[config.mk]
export PLATFORM = sky130hd
export DESIGN_NAME = mc_controller
export DESIGN_NICKNAME = d
export VERILOG_FILES = /design/src/rtl/mc_controller.sv
export SDC_FILE = /design/constraint.sdc
export NUM_CORES = 1
export LEC_CHECK = 0
export BUFFER_PORTS_ARGS = -buffer_cell sky130_fd_sc_hd__buf_2
export CORE_MARGIN = 2
export CORE_UTILIZATION = 50
export DETAILED_ROUTE_END_ITERATION = 10
export GPL_ROUTABILITY_DRIVEN = 0
export HOLD_SLACK_MARGIN = 0.12
export PLACE_DENSITY = 0.77
export SLEW_MARGIN = 20
export SYNTH_ARGS = -nofsm -noshare
export SYNTH_HDL_FRONTEND = slang
export SYNTH_SLANG_ARGS = --single-unit
[constraint.sdc]
create_clock -name clk -period 2.8 [get_ports clk]
set_input_delay 0 -clock clk [delete_from_list [all_inputs] [get_ports clk]]
set_output_delay 0 -clock clk [all_outputs]
set_load 0.02 [all_outputs]
[src/rtl/mc_controller.sv]
// Multicycle MIPS main control FSM: sequences fetch/decode/execute/memory/writeback
// and drives the ALU command, datapath mux selects and write enables.
module mc_controller #(
  parameter int CNT_W = 32
) (
  input  logic             clk,
  input  logic             reset,
  input  logic [5:0]       op,
  input  logic [5:0]       funct,
  input  logic             zero,
  output logic [2:0]       alucont,
  output logic             alusrca,
  output logic [1:0]       alusrcb,
  output logic [1:0]       pcsrc,
  output logic             pcen,
  output logic             iord,
  output logic             irwrite,
  output logic             memwrite,
  output logic             regwrite,
  output logic             regdst,
  output logic             memtoreg,
  output logic [3:0]       state,
  output logic [CNT_W-1:0] instret
);

  typedef enum logic [3:0] {
    FETCH   = 4'd0,
    DECODE  = 4'd1,
    MEMADR  = 4'd2,
    MEMRD   = 4'd3,
    MEMWB   = 4'd4,
    MEMWR   = 4'd5,
    RTYPEEX = 4'd6,
    RTYPEWB = 4'd7,
    BEQEX   = 4'd8,
    ADDIEX  = 4'd9,
    ADDIWB  = 4'd10,
    JEX     = 4'd11
  } state_t;

  localparam logic [5:0] OP_LW   = 6'b100011;
  localparam logic [5:0] OP_SW   = 6'b101011;
  localparam logic [5:0] OP_RTYP = 6'b000000;
  localparam logic [5:0] OP_BEQ  = 6'b000100;
  localparam logic [5:0] OP_ADDI = 6'b001000;
  localparam logic [5:0] OP_J    = 6'b000010;

  localparam logic [5:0] FN_ADD = 6'b100000;
  localparam logic [5:0] FN_SUB = 6'b100010;
  localparam logic [5:0] FN_AND = 6'b100100;
  localparam logic [5:0] FN_OR  = 6'b100101;
  localparam logic [5:0] FN_SLT = 6'b101010;

  state_t           state_reg;
  state_t           state_next;
  logic [CNT_W-1:0] instret_reg;
  logic             funct_legal;
  logic             retire;

  assign funct_legal = (funct == FN_ADD) || (funct == FN_SUB) || (funct == FN_AND) ||
                       (funct == FN_OR)  || (funct == FN_SLT);

  // Every instruction that reaches its final state leaves it for FETCH unconditionally.
  assign retire = (state_reg == MEMWB)   || (state_reg == MEMWR) || (state_reg == RTYPEWB) ||
                  (state_reg == BEQEX)   || (state_reg == ADDIWB) || (state_reg == JEX);

  always_ff @(posedge clk) begin
    if (reset) begin
      state_reg   <= FETCH;
      instret_reg <= '0;
    end else begin
      state_reg <= state_next;
      if (retire) begin
        instret_reg <= instret_reg + CNT_W'(1);
      end
    end
  end

  always_comb begin
    state_next = FETCH;
    case (state_reg)
      FETCH:   state_next = DECODE;
      DECODE: begin
        case (op)
          OP_LW, OP_SW: state_next = MEMADR;
          OP_RTYP:      state_next = RTYPEEX;
          OP_BEQ:       state_next = BEQEX;
          OP_ADDI:      state_next = ADDIEX;
          OP_J:         state_next = JEX;
          default:      state_next = FETCH;
        endcase
      end
      MEMADR:  state_next = (op == OP_LW) ? MEMRD : MEMWR;
      MEMRD:   state_next = MEMWB;
      RTYPEEX: state_next = funct_legal ? RTYPEWB : FETCH;
      ADDIEX:  state_next = ADDIWB;
      default: state_next = FETCH;
    endcase
  end

  // While reset is held the outputs show FETCH, with every write enable suppressed.
  always_comb begin
    alucont  = 3'b010;
    alusrca  = 1'b0;
    alusrcb  = 2'b00;
    pcsrc    = 2'b00;
    pcen     = 1'b0;
    iord     = 1'b0;
    irwrite  = 1'b0;
    memwrite = 1'b0;
    regwrite = 1'b0;
    regdst   = 1'b0;
    memtoreg = 1'b0;
    case (reset ? FETCH : state_reg)
      FETCH: begin
        alusrcb = 2'b01;
        irwrite = 1'b1;
        pcen    = 1'b1;
      end
      DECODE: alusrcb = 2'b11;
      MEMADR, ADDIEX: begin
        alusrca = 1'b1;
        alusrcb = 2'b10;
      end
      MEMRD: iord = 1'b1;
      MEMWB: begin
        regwrite = 1'b1;
        memtoreg = 1'b1;
      end
      MEMWR: begin
        iord     = 1'b1;
        memwrite = 1'b1;
      end
      RTYPEEX: begin
        alusrca = 1'b1;
        case (funct)
          FN_SUB:  alucont = 3'b011;
          FN_AND:  alucont = 3'b000;
          FN_OR:   alucont = 3'b001;
          FN_SLT:  alucont = 3'b111;
          default: alucont = 3'b010;
        endcase
      end
      RTYPEWB: begin
        regwrite = 1'b1;
        regdst   = 1'b1;
      end
      BEQEX: begin
        alusrca = 1'b1;
        alucont = 3'b011;
        pcsrc   = 2'b01;
        pcen    = zero;
      end
      ADDIWB: regwrite = 1'b1;
      JEX: begin
        pcsrc = 2'b10;
        pcen  = 1'b1;
      end
      default: ;
    endcase
    if (reset) begin
      pcen     = 1'b0;
      irwrite  = 1'b0;
      memwrite = 1'b0;
      regwrite = 1'b0;
    end
  end

  assign state   = state_reg;
  assign instret = instret_reg;

endmodule

* After elaboration in Yosys (flattened, before gate mapping)
Cells that the tools add are included.
** Word-level totals
- Output and inout port bits :: 51
- Register bits after elaboration :: 36
- Word-level logic and storage cells :: 74
- Bits of input ports :: 15
** Cells by class
- Equal/unequal tests :: 32
- Muxes and demuxes :: 21
- Reduce and logical (&&, ||, !) cells :: 18
- Add/sub/neg operators :: 1
** Operators by type and width (number)
- 6-bit == test (second input constant) :: 7
- 32-bit by 1-bit adder with 32-bit output (second input constant) :: 1
- 4-bit by 3-bit == test with 1-bit output (second input constant) :: 8
- 4-bit == test (second input constant) :: 8
- 4-bit one-hot mux with 6 select lines :: 1
- 4-bit one-hot mux with 5 select lines :: 1
- 4-bit by 2-bit == test with 1-bit output (second input constant) :: 4
- 3-bit one-hot mux with 4 select lines :: 1
- 1-bit two-way mux :: 11
- 1-bit logical OR :: 9
- 4-bit by 1-bit == test with 1-bit output (second input constant) :: 2
- 4-bit logical NOT :: 2
- 2-bit OR reduction :: 4
- 6-bit by 2-bit == test with 1-bit output (second input constant) :: 1
- 6-bit by 3-bit == test with 1-bit output (second input constant) :: 1
- 6-bit by 4-bit == test with 1-bit output (second input constant) :: 1
- 6-bit logical NOT :: 1
- 3-bit two-way mux :: 2
- 2-bit one-hot mux with 3 select lines :: 1
- 3-bit one-hot mux with 2 select lines :: 1
- 4-bit two-way mux :: 1
- 2-bit one-hot mux with 2 select lines :: 1
- 4-bit OR reduction :: 1
- 3-bit OR reduction :: 1
- 1-bit one-hot mux with 2 select lines :: 1

* Depth between registers and ports, before layout
- Word-level depth :: 7
- Gate-level depth with buffers :: 7
- Mapped depth without buffers :: 6

* Least setup slack after synthesis
Ideal clock, no wire load.
- Kind :: register to register
- Start :: register instret_reg[0] (netlist: instret[0])
- End :: register instret_reg[26] (netlist: instret[26])
- Required time :: 2672 ps
- Data arrival time :: 1822 ps
- Path slack :: 851 ps
- Clock period less this slack :: 1949 ps
- Buffers on the path :: 0
- Library setup time :: 128 ps
- Stages on the path, launching flop included :: 7
- Path through :: dfxtp_1 > ha_1 > nand2_4 > or4_4 > nor4_2 > xnor2_1 > nor2_1
** On the way
- Word-level cells in the longest chain between the ends :: 1
** Ends and longest elaborated chain
- start: declaration :: RTL line 56 : logic [CNT_W-1:0] instret_reg;
- start signal: assignment :: RTL line 74 : instret_reg <= instret_reg + CNT_W'(1);
- 32-bit by 1-bit adder with 32-bit output :: RTL line 74
No other way between the ends.
A chain may end at the register's enable or synchronous reset.

* Worst setup path in the final report
- Start :: register state_reg[1] (netlist: state[1])
- End :: output alucont[0]
** On the way
- Word-level cells in the longest chain between the ends :: 3
- Elaborated cells on any way between the ends :: 4
- Those cells by class :: eq/ne: 2; mux: 2
** Ends and longest elaborated chain
- start: declaration :: RTL line 54 : state_t state_reg;
- start signal: assignment :: RTL line 72 : state_reg <= state_next;
- 4-bit two-way mux * :: RTL line 114 : case (reset ? FETCH : state_reg)
- 4-bit == test or 4-bit by 3-bit == test with 1-bit output (tied branches) :: RTL line 114
- 3-bit one-hot mux with 2 select lines * :: RTL line 114
- end: declaration :: RTL line 11 : output logic [2:0] alucont,
Mark *: on every way between the ends. The rest lies on a longest branch, timed or not.

==> impl_metrics.env <==
export IMPL_outcome="complete, no violations"
export IMPL_path_cells="nor2b_1 -> nand3b_1 -> nor3_1 -> inv_1 -> o22ai_1 -> buf_2"
export IMPL_drt_vias_per_instance=5.49
export IMPL_postCtsHoldBufs=0
export IMPL_drt_first_pass_iters=4
export IMPL_power_frac_seq_pct=55.5
export IMPL_bufs_on_longest_clock_path=2
export IMPL_design_portCount=66
export IMPL_grt_pass1_vias=1731
export IMPL_p_clk_share_pct=36.8
export IMPL_tightest_slew_ps=731
export IMPL_num_vias=2031
export IMPL_synth_largest_area_cell="dfxtp_1"
export IMPL_fp_row_count=23
export IMPL_floorplan_initialDensity_pct=51.9
export IMPL_final_setup_viol_count=0
export IMPL_finalCriticalPeriod_ps=2120
export IMPL_largest_register_ffs=32
export IMPL_drt_iter0_drc=119
export IMPL_gr_total_overflow=0
export IMPL_p_leak_nw=0.997
export IMPL_cts_repair_timing_setup_buffer_count=0
export IMPL_wl_per_cell_um=13.2
export IMPL_grt_setup_unrepaired="no"
export IMPL_cts_num_sinks=36
export IMPL_met3_wirelength_um=247
export IMPL_layout_drive_gt1_share_pct=27.2
export IMPL_clk_pin_slew_worst_paths_ps=60
export IMPL_synth_top_cells_by_area="dfxtp_1 (35%), xnor2_1 (9.3%), nor2_1 (7.2%), nand3_1 (3.9%), xor2_1 (3.8%)"
export IMPL_slew_headroom_pct=51.2
export IMPL_drc_errors=0
export IMPL_clock_skew_final_ps=4.31
export IMPL_power_density_mw_per_mm2=374
export IMPL_number_of_antenna_violations_at_the_first_check_in_global_routing=0
export IMPL_crit_path_end_kind="primary output"
export IMPL_timing_fmax_mhz=471
export IMPL_highest_layer="met4"
export IMPL_combined_global_route_utilization_of_all_metal_layers_pct=21.7
export IMPL_cts_buffers=5
export IMPL_netSwitchingPower_mw=0.225
export IMPL_synth_top_cell_area_share_pct=34.7
export IMPL_crit_path_top_delay_cell="dfxtp_1"
export IMPL_max_cap_viols=0
export IMPL_power_frac_comb_pct=7.6
export IMPL_final_nets=336
export IMPL_synth_seq_area_share_pct=34.7
export IMPL_port_buffer_count=65
export IMPL_finalHoldViolCount=0
export IMPL_grt_first_pass_wirelength_mm=7.61
export IMPL_met2_wirelength_mm=2.25
export IMPL_n_antenna_cell=0
export IMPL_netSwitchingFraction_pct=24.0
export IMPL_dieArea_mm2=0.00468
export IMPL_maximum_number_of_pins_on_one_net_before_global_route_repair=44
export IMPL_wirelength_mm=4.87
export IMPL_number_of_distinct_standard_cells_referenced_by_the_synthesized_netlist=40
export IMPL_cell_internal_pwr_mw=0.711
export IMPL_final_layout_setup_total_negative_slack_ps=0
export IMPL_worstSetupPathType="reg2out"
export IMPL_max_slew_violation_count=0
export IMPL_cts_resized=0
export IMPL_holdCritPathClass="in2reg"
export IMPL_critical_path_required_ps=2800
export IMPL_die_width_um=68.4
export IMPL_cp_max_fo=16
export IMPL_hold_ws_ps=139
export IMPL_syn_nets=277
export IMPL_die_h_um=68.4
export IMPL_ir_drop_uv=358
export IMPL_yosys_warnings=0
export IMPL_hpwlAfterDp_mm=3.43
export IMPL_drt_antenna_net_count=0
export IMPL_min_period_over_period_pct=75.8
export IMPL_cp_slowest_stage_delay_ps=640
export IMPL_clk_insertion_delay_late_ps=290
export IMPL_detail_route_wirelength_met1_mm=2.28
export IMPL_clock_tree_htree_level_count=2
export IMPL_synth_cells=261
export IMPL_worstSetupStartpointType="flop"
export IMPL_synthesis_area_mm2=0.00208
export IMPL_tritoncts_clock_tree="yes"
export IMPL_core_area_mm2=0.00400
export IMPL_post_synth_cell_area_avg_um2=7.95
export IMPL_worst_endpoint_arrival_ps=2120
export IMPL_ctsRootBufferMaster="clkbuf_8"
export IMPL_areaGrowthSynthToFinish_pct=20.6
export IMPL_ys_ff_latch=36
[stage by stage]
step	instances	cell area [um2]	total power, mW	util (%)	setup slack (ps)
2_1_floorplan	261	2080	0.576	-	851
3_3_place_gp	363	2420	0.602	60.6	745
3_5_place_dp	363	2420	0.603	60.6	693
4_1_cts	370	2500	0.952	62.6	663
5_1_grt	370	2500	0.979	62.6	415
6_report	370	2500	0.936	62.6	676
[layout make-up]
type | instances | area (um2)
multi-input cells | 207 | 1290
flip-flops and latches | 36 | 721
repair buffers | 67 | 340
inverters | 3 | 11.3
well taps | 50 | 62.6
fillers | 380 | 1500
clock buffers | 6 | 72.6
clock inverters | 1 | 5.00
[cells in the final DEF (no fill, tap or decap), types with 6 or more instances in the layout]
cell,instances
xor2_1,9
nand2_1,13
or3_1,6
nor4_2,6
dfxtp_1,36
nand4_1,10
nor3_1,12
a21oi_1,12
xnor2_1,22
nand3_1,16
nor4_1,11
buf_2,65
nor2_1,40
o21ai_0,6
[power by group through the flow]
stage | Combinational [mW] | Clock, mW | Sequential [mW]
after floorplan | 0.0464 | 0 | 0.530
final | 0.0716 | 0.345 | 0.520
after global placement | 0.0705 | 0 | 0.532
after detailed placement | 0.0712 | 0 | 0.532
after CTS | 0.0716 | 0.360 | 0.520
after global routing | 0.0791 | 0.380 | 0.521
[worst max-delay path: cells and delay by family (launching register included)]
kind	cells	cell delay [ps]
compound gates	1	120
buf+inv	2	250
flops	1	640
simple gates	3	820
[final timing paths]
check,slack [ps],from,to,depth (start not counted)
hold reg to reg,520,instret[1],instret[1],2
hold / removal,140,op[4],state[3],4
setup reg to reg,690,state[2],instret[19],6
setup / recovery,680,state[1],alucont[0],6
[cell usage after synthesis]
master     instances
nor2_1            40
dfxtp_1           36
xnor2_1           22
nand3_1           16
nand2_1           13
a21oi_1           12
clkbuf_1          12
nor3_1            12
nor4_1            11
nand4_1           10
xor2_1             9
nor4_2             6
o21ai_0            6
or3_1              6
nand2b_1           5
nor2b_1            5
and3_1             4
and4_1             4
buf_2              3
inv_1              3
a211o_1            2
a211oi_1           2
nand3b_1           2
nor3b_1            2
o22ai_1            2
or2_2              2
a21o_1             1
a2bb2oi_1          1
a31oi_1            1
and2_1             1
and3b_1            1
and4_2             1
ha_1               1
mux2_2             1
nand2_4            1
nand4_2            1
o21a_1             1
o21bai_1           1
or4_1              1
or4_4              1
[cell families after synthesis]
kind of cell / after synthesis / share of synthesized area (%)
xor+xnor: 31 / 13.1
buf+inv: 18 / 3.44
compound gates: 29 / 8.32
flops: 36 / 34.7
mux: 1 / 0.542
fa+ha+maj: 1 / 0.603
simple gates: 145 / 39.3
[per-layer routing]
metal	up-vias	GRT usage, %
met1	926	28.0
li1	1046	-
met2	49	33.4
met5	-	0
met4	0	10.5
met3	10	5.59
Note: power is estimated with default switching activity, not from simulation.
